### src/rtl/fir_pkg.sv
// Definitions shared between the FIR stage and the downstream frame accumulator.
package fir_pkg;

  localparam int DATA_W = 8;
  localparam int NIB_W  = 4;
  localparam int WRAP_W = 2 * NIB_W;

  typedef enum logic [1:0] {
    IDLE,
    FILL,
    ACC
  } acc_state_t;

  // Wide enough that FRAME_LEN full-scale samples can never overflow.
  function automatic int sum_width(input int frame_len);
    return DATA_W + $clog2(frame_len);
  endfunction

endpackage

### src/rtl/fir_res_slot.sv
// Single-entry result holding register with valid/ready handshake and sticky overrun flag.
module fir_res_slot
  import fir_pkg::*;
#(
  parameter int SUM_W = 12
) (
  input  logic              clk,
  input  logic              rst_n,
  input  logic              clr_ovr_i,
  input  logic              load_i,
  input  logic [SUM_W-1:0]  sum_i,
  input  logic [DATA_W-1:0] min_i,
  input  logic [DATA_W-1:0] max_i,
  input  logic [WRAP_W-1:0] wrap_i,
  input  logic              res_ready_i,
  output logic              res_valid_o,
  output logic [SUM_W-1:0]  sum_o,
  output logic [DATA_W-1:0] min_o,
  output logic [DATA_W-1:0] max_o,
  output logic [WRAP_W-1:0] wrap_o,
  output logic              overrun_o
);

  logic              valid_q;
  logic [SUM_W-1:0]  sum_q;
  logic [DATA_W-1:0] min_q;
  logic [DATA_W-1:0] max_q;
  logic [WRAP_W-1:0] wrap_q;
  logic              ovr_q;

  // A new frame may only replace the held one if the slot is empty or being read now.
  always_ff @(posedge clk) begin
    if (!rst_n) begin
      valid_q <= 1'b0;
      sum_q   <= '0;
      min_q   <= '0;
      max_q   <= '0;
      wrap_q  <= '0;
      ovr_q   <= 1'b0;
    end else begin
      if (load_i) begin
        if (!valid_q || res_ready_i) begin
          valid_q <= 1'b1;
          sum_q   <= sum_i;
          min_q   <= min_i;
          max_q   <= max_i;
          wrap_q  <= wrap_i;
        end else begin
          ovr_q <= 1'b1;
        end
      end else if (valid_q && res_ready_i) begin
        valid_q <= 1'b0;
      end
      if (clr_ovr_i) begin
        ovr_q <= 1'b0;
      end
    end
  end

  assign res_valid_o = valid_q;
  assign sum_o       = sum_q;
  assign min_o       = min_q;
  assign max_o       = max_q;
  assign wrap_o      = wrap_q;
  assign overrun_o   = ovr_q;

endmodule

### src/rtl/fir_frame_acc.sv
// Frame statistics accumulator: skips the FIR pipeline fill after start, then
// reports sum/min/max/wrap count of every FRAME_LEN-sample frame.
module fir_frame_acc
  import fir_pkg::*;
#(
  parameter  int FRAME_LEN = 16,
  parameter  int SKIP      = 8,
  localparam int SUM_W     = sum_width(FRAME_LEN)
) (
  input  logic              clk,
  input  logic              rst_n,
  input  logic              start_i,
  input  logic [DATA_W-1:0] din_i,
  output logic              res_valid_o,
  input  logic              res_ready_i,
  output logic [SUM_W-1:0]  sum_o,
  output logic [DATA_W-1:0] min_o,
  output logic [DATA_W-1:0] max_o,
  output logic [WRAP_W-1:0] wrap_o,
  output logic              overrun_o,
  output logic              busy_o
);

  localparam int              CNT_W       = (FRAME_LEN > 1) ? $clog2(FRAME_LEN) : 1;
  localparam logic [CNT_W-1:0] LAST_SAMPLE = CNT_W'(FRAME_LEN - 1);
  localparam logic [7:0]       LAST_FILL   = 8'(SKIP - 1);

  acc_state_t        state_q;
  logic [7:0]        fillCnt_q;
  logic [CNT_W-1:0]  sampCnt_q;
  logic              busy_q;

  logic [SUM_W-1:0]  acc_q, acc_d;
  logic [DATA_W-1:0] min_q, min_d;
  logic [DATA_W-1:0] max_q, max_d;
  logic [WRAP_W-1:0] wrap_q, wrap_d;
  logic [DATA_W-1:0] prev_q, prev_d;

  logic              inAcc;
  logic              firstSample;
  logic              frameDone;
  logic [SUM_W-1:0]  sumNext;
  logic [DATA_W-1:0] minNext;
  logic [DATA_W-1:0] maxNext;
  logic [WRAP_W-1:0] wrapNext;

  // A start pulse overrides everything, including a frame that would complete this cycle.
  assign inAcc       = (state_q == ACC) && !start_i;
  assign firstSample = (sampCnt_q == '0);
  assign frameDone   = inAcc && (sampCnt_q == LAST_SAMPLE);

  always_ff @(posedge clk) begin
    if (!rst_n) begin
      state_q   <= IDLE;
      fillCnt_q <= '0;
      sampCnt_q <= '0;
      busy_q    <= 1'b0;
    end else if (start_i) begin
      state_q   <= FILL;
      fillCnt_q <= '0;
      sampCnt_q <= '0;
      busy_q    <= 1'b1;
    end else begin
      case (state_q)
        FILL: begin
          if (fillCnt_q == LAST_FILL) begin
            state_q   <= ACC;
            sampCnt_q <= '0;
          end else begin
            fillCnt_q <= fillCnt_q + 8'd1;
          end
        end
        ACC: begin
          sampCnt_q <= frameDone ? '0 : sampCnt_q + CNT_W'(1);
        end
        default: begin
        end
      endcase
    end
  end

  // Running stats including the current sample; these feed both the accumulators and the result slot.
  always_comb begin
    sumNext  = acc_q + SUM_W'(din_i);
    minNext  = (firstSample || (din_i < min_q)) ? din_i : min_q;
    maxNext  = (firstSample || (din_i > max_q)) ? din_i : max_q;
    wrapNext = wrap_q;
    if (!firstSample && (din_i < prev_q) && (wrap_q != '1)) begin
      wrapNext = wrap_q + WRAP_W'(1);
    end
  end

  always_comb begin
    acc_d  = acc_q;
    min_d  = min_q;
    max_d  = max_q;
    wrap_d = wrap_q;
    prev_d = prev_q;
    if (start_i) begin
      acc_d  = '0;
      min_d  = '0;
      max_d  = '0;
      wrap_d = '0;
    end else if (inAcc) begin
      prev_d = din_i;
      if (frameDone) begin
        acc_d  = '0;
        min_d  = '0;
        max_d  = '0;
        wrap_d = '0;
      end else begin
        acc_d  = sumNext;
        min_d  = minNext;
        max_d  = maxNext;
        wrap_d = wrapNext;
      end
    end
  end

  always_ff @(posedge clk) begin
    if (!rst_n) begin
      acc_q  <= '0;
      min_q  <= '0;
      max_q  <= '0;
      wrap_q <= '0;
      prev_q <= '0;
    end else begin
      acc_q  <= acc_d;
      min_q  <= min_d;
      max_q  <= max_d;
      wrap_q <= wrap_d;
      prev_q <= prev_d;
    end
  end

  fir_res_slot #(
    .SUM_W(SUM_W)
  ) u_res_slot (
    .clk        (clk),
    .rst_n      (rst_n),
    .clr_ovr_i  (start_i),
    .load_i     (frameDone),
    .sum_i      (sumNext),
    .min_i      (minNext),
    .max_i      (maxNext),
    .wrap_i     (wrapNext),
    .res_ready_i(res_ready_i),
    .res_valid_o(res_valid_o),
    .sum_o      (sum_o),
    .min_o      (min_o),
    .max_o      (max_o),
    .wrap_o     (wrap_o),
    .overrun_o  (overrun_o)
  );

  assign busy_o = busy_q;

endmodule
### config.mk
export PLATFORM = sky130hd
export DESIGN_NAME = fir_frame_acc
export DESIGN_NICKNAME = d
export VERILOG_FILES = /design/src/rtl/fir_pkg.sv /design/src/rtl/fir_res_slot.sv /design/src/rtl/fir_frame_acc.sv
export SDC_FILE = /design/constraint.sdc
export NUM_CORES = 1
export LEC_CHECK = 0
export CAP_MARGIN = 10
export CORE_UTILIZATION = 50
export DETAILED_ROUTE_END_ITERATION = 6
export GPL_ROUTABILITY_DRIVEN = 0
export PLACE_DENSITY = 0.78
export SYNTH_ARGS = -nofsm -noshare
export SYNTH_HDL_FRONTEND = slang
export SYNTH_SLANG_ARGS = --single-unit
### constraint.sdc
create_clock -name clk -period 2.8 [get_ports clk]
set_input_delay 0.28 -clock clk [delete_from_list [all_inputs] [get_ports clk]]
set_output_delay 0.28 -clock clk [all_outputs]
set_load 0.005 [all_outputs]
==> flow_summary.json <==
{
  "vdd_ir_drop_max_mv": 0.2754,
  "synth_area_leaders": "dfxtp_1 39%, ha_1 8.6%, a21oi_1 5.3%",
  "status": "complete, no violations",
  "cts_root_buf": "clkbuf_8",
  "finalHoldViolCount": 0,
  "areaGrowthSynthToFinish_pct": 19.46,
  "cts_setup_buffers": 0,
  "viasPerCell": 5.798,
  "path_class": "in2reg",
  "synth_cell_types": 63,
  "hold_depth": 2,
  "synthArstFlopShare_pct": 0,
  "min_period_ps": 2391,
  "hold_class": "reg2reg",
  "fin_setup_tns_ps": 0,
  "start_util_pct": 52.50,
  "clk_latency_ps": 370,
  "gr-usage-all-layers_pct": 24.93,
  "rr_worst_depth": 9,
  "grt_max_degree": 57,
  "final_area_sq_um": 5877,
  "cts_tree": "built",
  "worstPathMaxFanout": 7,
  "clock-sinks": 97,
  "synth.most_common_cell": "dfxtp_1",
  "finalPower_w": 0.002409,
  "cts_inserted_buffers": 9,
  "worst_pin_slew_ps": 734.9,
  "internal_power_w": 0.001802,
  "antenna_found_initial": 0,
  "grt_pass1_vias": 4258,
  "rsz0062_at_grt": "false",
  "die_height_microns": 101.2,
  "antenna_left": 0,
  "endpoint_kind": "flop",
  "clkTransAtPathRegs_ps": 100,
  "dpl_cell_area_sq_um": 5697,
  "syn_nets": 602,
  "slew_headroom_pct": 50.90,
  "pin_count": 51,
  "die_x_microns": 101.2,
  "drive_gt1_share_pct": 9.807,
  "postCtsHoldBufs": 0,
  "portBuffers": 50,
  "drcViolationCount": 0,
  "synth_top_area_share_pct": 39.47,
  "setup_viol": 0,
  "drtPass1Iterations": 5,
  "p_sw_w": 0.0006072,
  "combPwrFrac_pct": 7.3,
  "routedWlPerCell_microns": 15.89,
  "grt_remaining_overflow": 0,
  "switching_share_pct": 25.20,
  "rr_startpoint": "sampCnt_q[0]$_SDFFE_PP0P_",
  "worstPathArrival_ps": 2690,
  "synth_top_area_cell": "dfxtp_1",
  "antenna-diode-count": 0,
  "worstPathRequired_ps": 3100,
  "leakage_nw": 2.094,
  "cts_buffer_depth": 2,
  "core_area_sq_um": 9371,
  "utilization_pct": 62.71,
  "synth_ff_type": "dfxtp_1",
  "ys_warn_count": 0,
  "fp-row-count": 35,
  "dp_hpwl_mm": 8.815,
  "min-delay-start": "prev_q[6]$_SDFFE_PN0P_",
  "post-route-period-util_pct": 85.39,
  "clockPowerShare_pct": 35.3,
  "clock-skew-final_ps": 12.57,
  "yosysSeqAreaShare_pct": 39.47,
  "grt_pass1_wl_mm": 20.02,
  "power_density_nw_per_um2": 409.9,
  "pwr-share-seq_pct": 57.5,
  "syn_area_per_cell_sq_um": 8.864,
  "drt_iter0_markers": 208,
  "r2r_end": "u_res_slot.wrap_o[7]$_SDFFE_PN0P_",
  "dr_total_vias": 4354,
  "syn_area_sq_um": 4920,
  "wl_mm": 11.94,
  "report.final.slew_viol_count": 0,
  "cap_viol_max_count": 0,
  "synthTopCellsByCount": "97 x dfxtp_1, 52 x a21oi_1, 52 x nor2_1, 45 x nand2_1, 34 x ha_1",
  "fmax_mhz": 418.3,
  "dieArea_sq_um": 10240,
  "ctsResizeCount": 0,
  "critPathLaunchType": "primary input",
  "syn_inst": 555,
  "min_to": "prev_q[6]$_SDFFE_PN0P_",
  "synth-edff-count": 0,
  "nets": 664,
  "synth_seq_cells": 97,
  "cts_htree_levels": 3,
  "reg2reg_slack_ps": 530
}
-- critical path, cell delays in order --
cell,delay [ps]
clkdlybuf4s50_1,610
ha_1,460
o21ai_1,130
o21a_1,210
o21ai_1,190
or3b_1,430
xor2_1,160
a211oi_1,220
-- power by group through the flow --
stage                     logic [W]  clock network [W]  registers [W]
final                      0.000175           0.000850        0.00138
after global routing       0.000192           0.000919        0.00139
after CTS                  0.000174           0.000864        0.00138
after detailed placement   0.000173                  0        0.00142
after global placement     0.000168                  0        0.00142
after floorplan           0.0000930                  0        0.00141
-- worst max path at each step --
stage | start | cells past startpoint | slack [ps] | endpoint
floorplan | prev_q[6]$_SDFFE_PN0P_ | 8 | 740 | wrap_q[0]$_SDFFE_PP0P_
global placement | din_i[3] | 9 | 170 | max_q[2]$_SDFFE_PP0P_
detailed placement | din_i[3] | 9 | 50 | max_q[3]$_SDFFE_PP0P_
CTS | din_i[3] | 9 | 450 | max_q[3]$_SDFFE_PP0P_
global route | din_i[3] | 8 | 280 | u_res_slot.sum_o[11]$_SDFFE_PN0P_
finish | din_i[3] | 8 | 410 | u_res_slot.sum_o[11]$_SDFFE_PN0P_
-- placed cells by master (no fill, tap or decap), types with 8 or more instances in the layout --
master / n
a211oi_1: 11
a21oi_1: 52
a22o_1: 9
a31oi_1: 8
a32o_1: 8
buf_4: 24
clkbuf_8: 10
clkdlybuf4s50_1: 50
dfxtp_1: 97
ha_1: 34
inv_1: 24
mux2i_1: 16
nand2_1: 45
nand3_1: 14
nand4_1: 8
nor2_1: 52
nor3_1: 11
o21ai_0: 12
o21ai_1: 27
xnor2_1: 11
xor2_1: 11
-- state kept, by name, indices dropped and copies added, names as in the netlist, 4 cells and up --
name / count
acc_q: 12
fillCnt_q: 8
max_q: 8
min_q: 8
prev_q: 8
sampCnt_q: 4
u_res_slot.max_o: 8
u_res_slot.min_o: 8
u_res_slot.sum_o: 12
u_res_slot.wrap_o: 8
wrap_q: 8
-- per-stage QoR --
stage | hold slack (ps) | instances | worst slack [ps]
after floorplan | 395.8 | 555 | 735.6
after global placement | 437.5 | 735 | 174.2
after detailed placement | 447.9 | 735 | 47.45
after CTS | 460.9 | 751 | 447.8
after global routing | 480.5 | 751 | 283.7
final | 459.1 | 751 | 409.1
-- kinds of logic after synthesis --
family                   after synthesis  synth area share, %
AO/OA/AOI/OAI                        163                22.38
multiplexers                          17                3.484
buffers and inverters                 50                4.171
adder cells (fa/ha/maj)               35                9.054
flip-flops                            97                39.47
AND/OR/NAND/NOR                      171                17.52
XOR/XNOR                              22                3.916
-- final cells by class --
cell class	count	area (sq um)
clock inverters	6	42.54
flip-flops and latches	97	1942
fillers	825	3495
repair buffers	76	720.7
inverters	25	93.84
multi-input cells	408	2779
clock buffers	10	137.6
well taps	129	161.4
-- per-layer routing --
layer	GRT usage, %	up-vias	share of wire, %
li1	-	2132	-
met1	30.62	2065	45
met2	43.22	132	48
met3	3.520	25	4.7
met4	11.71	0	2.6
met5	0	-	0
No activity file was read; power rests on OpenSTA's default activity.
